File: src/rtl/soc_io.sv
// soc_io: memory-mapped LED register plus a buffered 8N1 UART transmitter.
// Register index = io_addr[3:2]: 0 LED, 1 TXDATA, 2 STATUS, 3 reserved.
//
// FIFO handshake: the push side offers a byte whenever TXDATA is written
// (valid = push_req); it is accepted when ready = !fifo_full || pop. An
// offer that is not accepted is dropped and sets the sticky overflow flag.
// The pop side (TX FSM) takes the head byte only when the FIFO is non-empty.
module soc_io #(
    parameter int N_LEDS         = 6,
    parameter int LED_ACTIVE_LOW = 1,
    parameter int CLKS_PER_BIT   = 234,
    parameter int FIFO_DEPTH     = 8
) (
    input  logic              clk,
    input  logic              reset,
    input  logic [3:0]        io_addr,
    input  logic              io_wstrb,
    input  logic [31:0]       io_wdata,
    input  logic              io_rstrb,
    output logic [31:0]       io_rdata,
    output logic [N_LEDS-1:0] leds,
    output logic              txd
);
    localparam int AW = $clog2(FIFO_DEPTH);
    localparam int CW = $clog2(CLKS_PER_BIT);

    typedef enum logic [1:0] {IDLE, START, DATA, STOP} tx_state_t;

    logic [1:0]        reg_idx;
    logic [N_LEDS-1:0] led_q;
    logic [7:0]        fifo_mem [FIFO_DEPTH];
    logic [AW-1:0]     wr_ptr, rd_ptr;
    logic [AW:0]       level;
    logic              overflow;
    logic              fifo_full, fifo_empty;
    logic              push_req, push, pop;

    tx_state_t         state, state_n;
    tx_state_t         dbg_state;
    logic [CW-1:0]     baud_cnt, baud_n;
    logic [2:0]        bit_cnt, bit_n;
    logic [7:0]        shreg, shreg_n;
    logic              txd_q, txd_n;
    logic              baud_last, tx_busy;
    logic              unused_bits;

    assign reg_idx    = io_addr[3:2];
    assign fifo_full  = (level == (AW+1)'(FIFO_DEPTH));
    assign fifo_empty = (level == '0);
    assign push_req   = io_wstrb && (reg_idx == 2'd1);
    assign push       = push_req && (!fifo_full || pop);
    assign baud_last  = (baud_cnt == CW'(CLKS_PER_BIT - 1));
    assign tx_busy    = (state != IDLE);
    assign dbg_state  = state;
    assign txd        = txd_q;
    assign leds       = (LED_ACTIVE_LOW != 0) ? ~led_q : led_q;
    assign unused_bits = ^{io_wdata, io_addr[1:0], dbg_state};

    // LED register write.
    always_ff @(posedge clk or negedge reset) begin
        if (!reset)
            led_q <= '0;
        else if (io_wstrb && reg_idx == 2'd0)
            led_q <= io_wdata[N_LEDS-1:0];
    end

    // FIFO storage; contents need no reset since level gates every read.
    always_ff @(posedge clk) begin
        if (push)
            fifo_mem[wr_ptr] <= io_wdata[7:0];
    end

    // FIFO pointers, level and sticky overflow (a new drop wins over a clear).
    always_ff @(posedge clk or negedge reset) begin
        if (!reset) begin
            wr_ptr   <= '0;
            rd_ptr   <= '0;
            level    <= '0;
            overflow <= 1'b0;
        end else begin
            if (push) wr_ptr <= wr_ptr + 1'b1;
            if (pop)  rd_ptr <= rd_ptr + 1'b1;
            if (push && !pop)      level <= level + 1'b1;
            else if (pop && !push) level <= level - 1'b1;
            if (push_req && !push)
                overflow <= 1'b1;
            else if (io_wstrb && reg_idx == 2'd2 && io_wdata[3])
                overflow <= 1'b0;
        end
    end

    // Registered read mux, sampling state from before this edge's updates.
    always_ff @(posedge clk or negedge reset) begin
        if (!reset)
            io_rdata <= '0;
        else if (io_rstrb) begin
            case (reg_idx)
                2'd0:    io_rdata <= 32'(led_q);
                2'd2:    io_rdata <= {16'h0, 8'(level), 4'h0,
                                      overflow, fifo_empty, fifo_full, tx_busy};
                default: io_rdata <= '0;
            endcase
        end
    end

    // TX FSM state register; txd is a flop loaded with the next line level.
    always_ff @(posedge clk or negedge reset) begin
        if (!reset) begin
            state    <= IDLE;
            baud_cnt <= '0;
            bit_cnt  <= '0;
            shreg    <= '0;
            txd_q    <= 1'b1;
        end else begin
            state    <= state_n;
            baud_cnt <= baud_n;
            bit_cnt  <= bit_n;
            shreg    <= shreg_n;
            txd_q    <= txd_n;
        end
    end

    // TX FSM next state: start bit, 8 data bits LSB first, stop bit.
    always_comb begin
        state_n = state;
        baud_n  = baud_last ? '0 : baud_cnt + 1'b1;
        bit_n   = bit_cnt;
        shreg_n = shreg;
        txd_n   = txd_q;
        pop     = 1'b0;
        case (state)
            IDLE: begin
                baud_n = '0;
                txd_n  = 1'b1;
                if (!fifo_empty) begin
                    pop     = 1'b1;
                    shreg_n = fifo_mem[rd_ptr];
                    state_n = START;
                    txd_n   = 1'b0;
                end
            end
            START: begin
                if (baud_last) begin
                    state_n = DATA;
                    bit_n   = '0;
                    txd_n   = shreg[0];
                end
            end
            DATA: begin
                if (baud_last) begin
                    if (bit_cnt == 3'd7) begin
                        state_n = STOP;
                        txd_n   = 1'b1;
                    end else begin
                        bit_n   = bit_cnt + 1'b1;
                        shreg_n = {1'b0, shreg[7:1]};
                        txd_n   = shreg[1];
                    end
                end
            end
            STOP: begin
                if (baud_last) begin
                    if (!fifo_empty) begin
                        pop     = 1'b1;
                        shreg_n = fifo_mem[rd_ptr];
                        state_n = START;
                        txd_n   = 1'b0;
                    end else begin
                        state_n = IDLE;
                        txd_n   = 1'b1;
                    end
                end
            end
            default: begin
                state_n = IDLE;
                txd_n   = 1'b1;
            end
        endcase
    end
endmodule

File: config.mk
export PLATFORM = sky130hd
export DESIGN_NAME = soc_io
export DESIGN_NICKNAME = d
export VERILOG_FILES = /design/src/rtl/soc_io.sv
export SDC_FILE = /design/constraint.sdc
export NUM_CORES = 1
export LEC_CHECK = 0
export ABC_AREA = 1
export BUFFER_PORTS_ARGS = -buffer_cell sky130_fd_sc_hd__buf_4
export CAP_MARGIN = 20
export CORE_ASPECT_RATIO = 0.6
export CORE_MARGIN = 2
export CORE_UTILIZATION = 32
export DETAILED_ROUTE_END_ITERATION = 10
export PLACE_DENSITY = 0.5
export REMOVE_ABC_BUFFERS = 1
export SYNTH_ARGS = -nofsm -noshare
export SYNTH_HDL_FRONTEND = slang
export SYNTH_SLANG_ARGS = --single-unit
File: constraint.sdc
create_clock -name clk -period 2.35 [get_ports clk]
set_input_delay 0.235 -clock clk [delete_from_list [all_inputs] [get_ports clk]]
set_output_delay 0.235 -clock clk [all_outputs]
set_load 0.01 [all_outputs]
### Yosys cells after proc, flatten, opt, wreduce, memory -nomap -nowiden

Memories as Yosys holds them, arrays and structs flattened.
Index checks and enable logic that the tools add are counted.

| cells by class | value |
|---|---|
| add/subtract/negate cells | 6 |
| multipliers | 0 |
| div/mod/pow operators | 0 |
| magnitude comparators | 0 |
| equality and inequality tests | 14 |
| shifts and indexed selects | 0 |
| multiplexer cells | 34 |
| bitwise gates (word level) | 1 |
| reduce and logical (&&, ||, !) cells | 24 |

Operator list:

| cell | number |
|---|---|
| $mux W8 | 6 |
| $pmux W12 S2 | 1 |
| $pmux W8 S3 | 1 |
| $mux W1 | 12 |
| $ne A2 B2 Y1 const B | 6 |
| $mux W2 | 5 |
| $add A3 B1 Y3 const B | 3 |
| $mux W3 | 3 |
| $add A8 B1 Y8 const B | 1 |
| $eq A8 B8 Y1 const B | 1 |
| $logic_and A1 B1 Y1 | 8 |
| $mux W4 | 2 |
| $pmux W2 S4 | 1 |
| $reduce_and A4 Y1 | 2 |
| $reduce_bool A2 Y1 | 4 |
| $eq A2 B2 Y1 const B | 3 |
| $not A6 Y6 | 1 |
| $pmux W3 S2 | 1 |
| $reduce_and A5 Y1 | 1 |
| $add A4 B1 Y4 const B | 1 |
| $eq A2 B1 Y1 const B | 2 |
| $eq A4 B4 Y1 const B | 1 |
| $logic_not A2 Y1 | 2 |
| $logic_not A4 Y1 | 1 |
| 8 further kinds | 10 |

| storage, ports and cells | value |
|---|---|
| bits in registers | 71 |
| latch bits | 0 |
| RAM bits | 64 |
| bits in read-only memories | 0 |
| bits of input ports | 40 |
| output and inout bits | 39 |
| word-level logic and storage cells | 91 |
| memories | 1 |

Memories:

| name | words | width | rd ports | clocked after memory_dff | wr ports | RTL line | source |
|---|---|---|---|---|---|---|---|
| fifo_mem | 8 | 8 | 1 | 0 | 1 | 31 | `logic [7:0] fifo_mem [FIFO_DEPTH];` |

### Depth between registers and ports, before layout

| logic depth | value |
|---|---|
| depth after elaboration | 10 |
| gate-level depth with buffers | 20 |
| depth with buffers taken out | 20 |

### Worst setup path after synthesis

OpenSTA, ideal clock, no wires.

| timing | value |
|---|---|
| path kind | flip-flop to flip-flop |
| from | reg state[0] (netlist: dbg_state[0]) |
| to | reg level[3] |
| data arrival time | 2,337 ps |
| data required time | 2,219 ps |
| slack | -117 ps |
| cell stages (with the launch flop) | 17 |
| path buffers | 0 |
| period minus slack after synthesis | 2,467 ps |
| path through | dfrtp_1 > ha_1 > a21boi_2 > nand2_1 > nand2_2 > nand2_4 > nand2_8 > nand2_8 > inv_1 > ha_1 > inv_1 > ha_1 > a21oi_1 > nand2_1 > a21oi_1 > o21ai_0 > xor2_1 |

| on the way | value |
|---|---|
| longest elaborated chain between the ends | 7 |
| elaborated cells between the ends (all ways) | 11 |

Ends and longest elaborated chain:

| what | RTL line | source |
|---|---|---|
| start, declared | 38 | `tx_state_t state, state_n;` |
| start signal, assigned | 115 | `state <= state_n;` |
| $eq A2 B2 Y1 or $logic_not A2 Y1 (tied branches) | 131 | `case (state)` |
| $pmux W1 S2 (*) | 131 |  |
| $logic_or A1 B1 Y1 (*) | 51 | `assign push = push_req && (!fifo_full \|\| pop);` |
| $logic_and A1 B1 Y1 (*) | 51 |  |
| named net push | 36 | `logic push_req, push, pop;` |
| $logic_not A1 Y1 | 84 | `else if (pop && !push) level <= level - 1'b1;` |
| $logic_and A1 B1 Y1 | 84 |  |
| $reduce_bool A2 Y1 (no source line) | -- |  |
| end signal, assigned | 83 | `if (push && !pop) level <= level + 1'b1;` |
| end signal, assigned | 84 |  |
| end, declared | 33 | `logic [AW:0] level;` |

Mark *: on every way through the listed nets, which the timed path passes. The rest lies on a longest branch.
A chain may end at the register's enable or synchronous reset.

### Worst setup path in the final report

| timing | value |
|---|---|
| from | reg baud_cnt[1] |
| to | reg level[1] |

| on the way | value |
|---|---|
| longest elaborated chain between the ends | 8 |
| elaborated cells between the ends (all ways) | 11 |

Ends and longest elaborated chain:

| what | RTL line | source |
|---|---|---|
| start, declared | 40 | `logic [CW-1:0] baud_cnt, baud_n;` |
| start signal, assigned | 116 | `baud_cnt <= baud_n;` |
| $eq A8 B8 Y1 (*) | 52 | `assign baud_last = (baud_cnt == CW'(CLKS_PER_BIT - 1));` |
| $mux W1 (*) | 162 | `if (baud_last) begin` |
| $pmux W1 S2 (*) | 131 |  |
| $logic_or A1 B1 Y1 | 51 |  |
| $logic_and A1 B1 Y1 | 51 |  |
| $logic_not A1 Y1 | 84 |  |
| $logic_and A1 B1 Y1 | 84 |  |
| $reduce_bool A2 Y1 (no source line) | -- |  |

Mark *: on every way between the ends. The rest lies on a longest branch, timed or not.

==> run summary <==
peak supply drop: 0.000433 V
f_max: 427 MHz
CTS tree: built
CTS root buf: clkbuf_16
final worst-path setup slack: 8.12 ps
Crit path largest cell delay: 420 ps
Place WS: -188 ps
overall power: 5.95 mW
post-layout util: 0.411
top cell type's share of synthesized area: 0.361
DR vias: 3786
ys async rst share: 0.434
final hold vios: 0
main area contributors after synthesis: edfxtp_1 (36%), dfrtp_1 (23%), nand2_1 (7.8%)
CP required: 2640 ps
first-pass GRT wire length: 19.9 mm
CP Max Fanout: 5
fin area: 6690 um^2
sequential fraction of the synthesis area: 0.592
initial core utilization: 0.327
non-filler cells in the finished layout: 846
worst hold path type: in2reg
maxcap violations: 0
number of global-route vias before repair: 3777
clk sinks: 113
Pleak: 2.90 nW
row count: 36
share of cells above drive strength 1: 0.228
worst slew pin tran: 657 ps
crit share post-route: 0.997
Post-Route WL: 12.2 mm
family with the most delay on the worst path: adder cells
DPL Wire Length: 8.05 mm
DRC: 0
initial drt markers: 255
DP Area: 5910 um^2
Worst-path clk slew: 60 ps
RSZ-0062 raised after global routing: true
Core ar.: 16300 um^2
CTS Buffer Depth: 2
Setup Skew: 14.1 ps
antenna fix cells: 0
Most common cell on crit path: nand2_4
Avg Cell Area, Syn: 10.0 um^2
Post-synth EDFFs: 64
Final ANT Viol Nets: 0
Rel. slew slack: 0.562
Clock Latency Late Sink: 410 ps
most frequent cells in the layout: nand2_1 (108), buf_4 (69), nor2_1 (65)
htree depth: 4
final net count: 660
Startpoint Class: flop
Mapped Cells: 532
min Tclk post-route: 2340 ps
DP Cell Count: 806
fillcell total: 1531
DR pass1 iterations: 4
critical path buffer and inverter count: 5
DR vias/cell: 4.48
library cells used by synthesis: 42
GRT overflow: 0
prevailing post-synth register cell: edfxtp_1
Die X: 170 um
Yosys warnings: 0
I/O Buffers: 30
Final Setup Violations: 0
largest net degree at the start of global routing: 50
GRT Util Overall: 0.146
TritonCTS buffer count: 17
Area growth, synth to finish: 25.6%
Setup Crit Path Kind: reg2reg
Syn Std Cell Area: 5320 um^2
I/O pin cnt: 79
CP max-delay cell: fa_2
GP Congestion: 0.813
die area: 17700 um^2
Synth area leader: edfxtp_1
CP arrival: 2630 ps
Critical Path Sink Type: flop
drt wl/cell: 14.4 um
Slew Viols, Final: 0
commonest non-fill, non-tap cell in the layout: nand2_1
P per Cell Area: 890 nW/um^2
CP Cell Sequence: inv_2, ha_4, nand2_4, inv_4, nand2_4, nor2_4, nand2_2, nand2_2, nand2_4, buf_4, ha_4, inv_4, buf_6, fa_2, mux2_4
FF+latch count, synth: 113
antenna violations before repair: 0
Die Height: 104 um
outcome: completed
[power breakdown]
part | internal, mW | switching, mW | total [mW]
combinational | 0.359 | 0.452 | 0.811
sequential | 2.25 | 0.107 | 2.35
clock | 1.87 | 0.909 | 2.78
[state kept, by name (all words and copies together), names as in the netlist, 2 cells and up]
register	count
level	4
wr_ptr	3
dbg_state	2
baud_cnt	8
bit_cnt	3
led_q	6
rd_ptr	3
io_rdata	10
fifo_mem	64
shreg	8
[metal layers]
| metal | vias up | track usage | routed length (um) |
|---|---|---|---|
| met5 | - | 0 | 0 |
| met4 | 0 | 0.0391 | 82 |
| met3 | 8 | 0.0460 | 661 |
| met2 | 92 | 0.209 | 5240 |
| met1 | 1812 | 0.214 | 6190 |
| li1 | 1874 | - | - |
[final cells by class]
class | instances | area (um^2) | share of cell area
clock buffers | 17 | 425 | 0.0636
clock inverters | 15 | 216 | 0.0324
inverters | 49 | 191 | 0.0286
multi-input cells | 353 | 1880 | 0.281
flip-flops and latches | 113 | 3150 | 0.471
well taps | 228 | 285 | 0.0427
repair buffers | 71 | 539 | 0.0807
[stage by stage]
step / hold WS (ps) / setup TNS [ps]
after global routing: 67.0 / -238
after floorplan: -60.6 / -117
after detailed placement: 309 / -316
after CTS: 54.1 / -167
after global placement: 301 / -190
final: 71.9 / 0
[cells in the mapped netlist (7+ instances only)]
library cell	number
nand2_1	110
nor2_1	65
edfxtp_1	64
dfrtp_1	48
inv_1	42
nand3_1	42
o21ai_0	38
buf_4	22
ha_1	14
buf_2	9
a21oi_1	8
o22ai_1	8
nor2_2	7
[final timing paths]
kind,from,to,slack [ps],cells past startpoint
max in group asynchronous,reset,rd_ptr[2]$_DFFE_PN0P_,1510,2
min in group asynchronous,reset,baud_cnt[3]$_DFF_PN0_,420,2
setup reg to reg,baud_cnt[1]$_DFF_PN0_,level[1]$_DFFE_PN0P_,8,15
hold reg to reg,shreg[7]$_DFFE_PN0P_,shreg[7]$_DFFE_PN0P_,480,2
hold / removal,io_wdata[6],fifo_mem[3][6]$_DFFE_PP_,70,1
setup / recovery,baud_cnt[1]$_DFF_PN0_,level[1]$_DFFE_PN0P_,8,15
[repair_timing]
item | in CTS | in global routing
buffers inserted | 5 | 2
hold buffers | 1 | 0
pin swaps | 6 | 8
setup endpoints to repair | 3 | 19
hold endpoints to repair | 48 | 0
gates resized for setup | 11 | 11
gates cloned | 0 | 0
[cells by family after synthesis]
logic type	share of synthesized area
other cells	0.000705
simple gates	0.207
flops	0.592
buf+inv	0.0818
fa+ha+maj	0.0367
xor+xnor	0.00988
compound gates	0.0701
mux	0.00212
(Power assumes the default switching activity.)
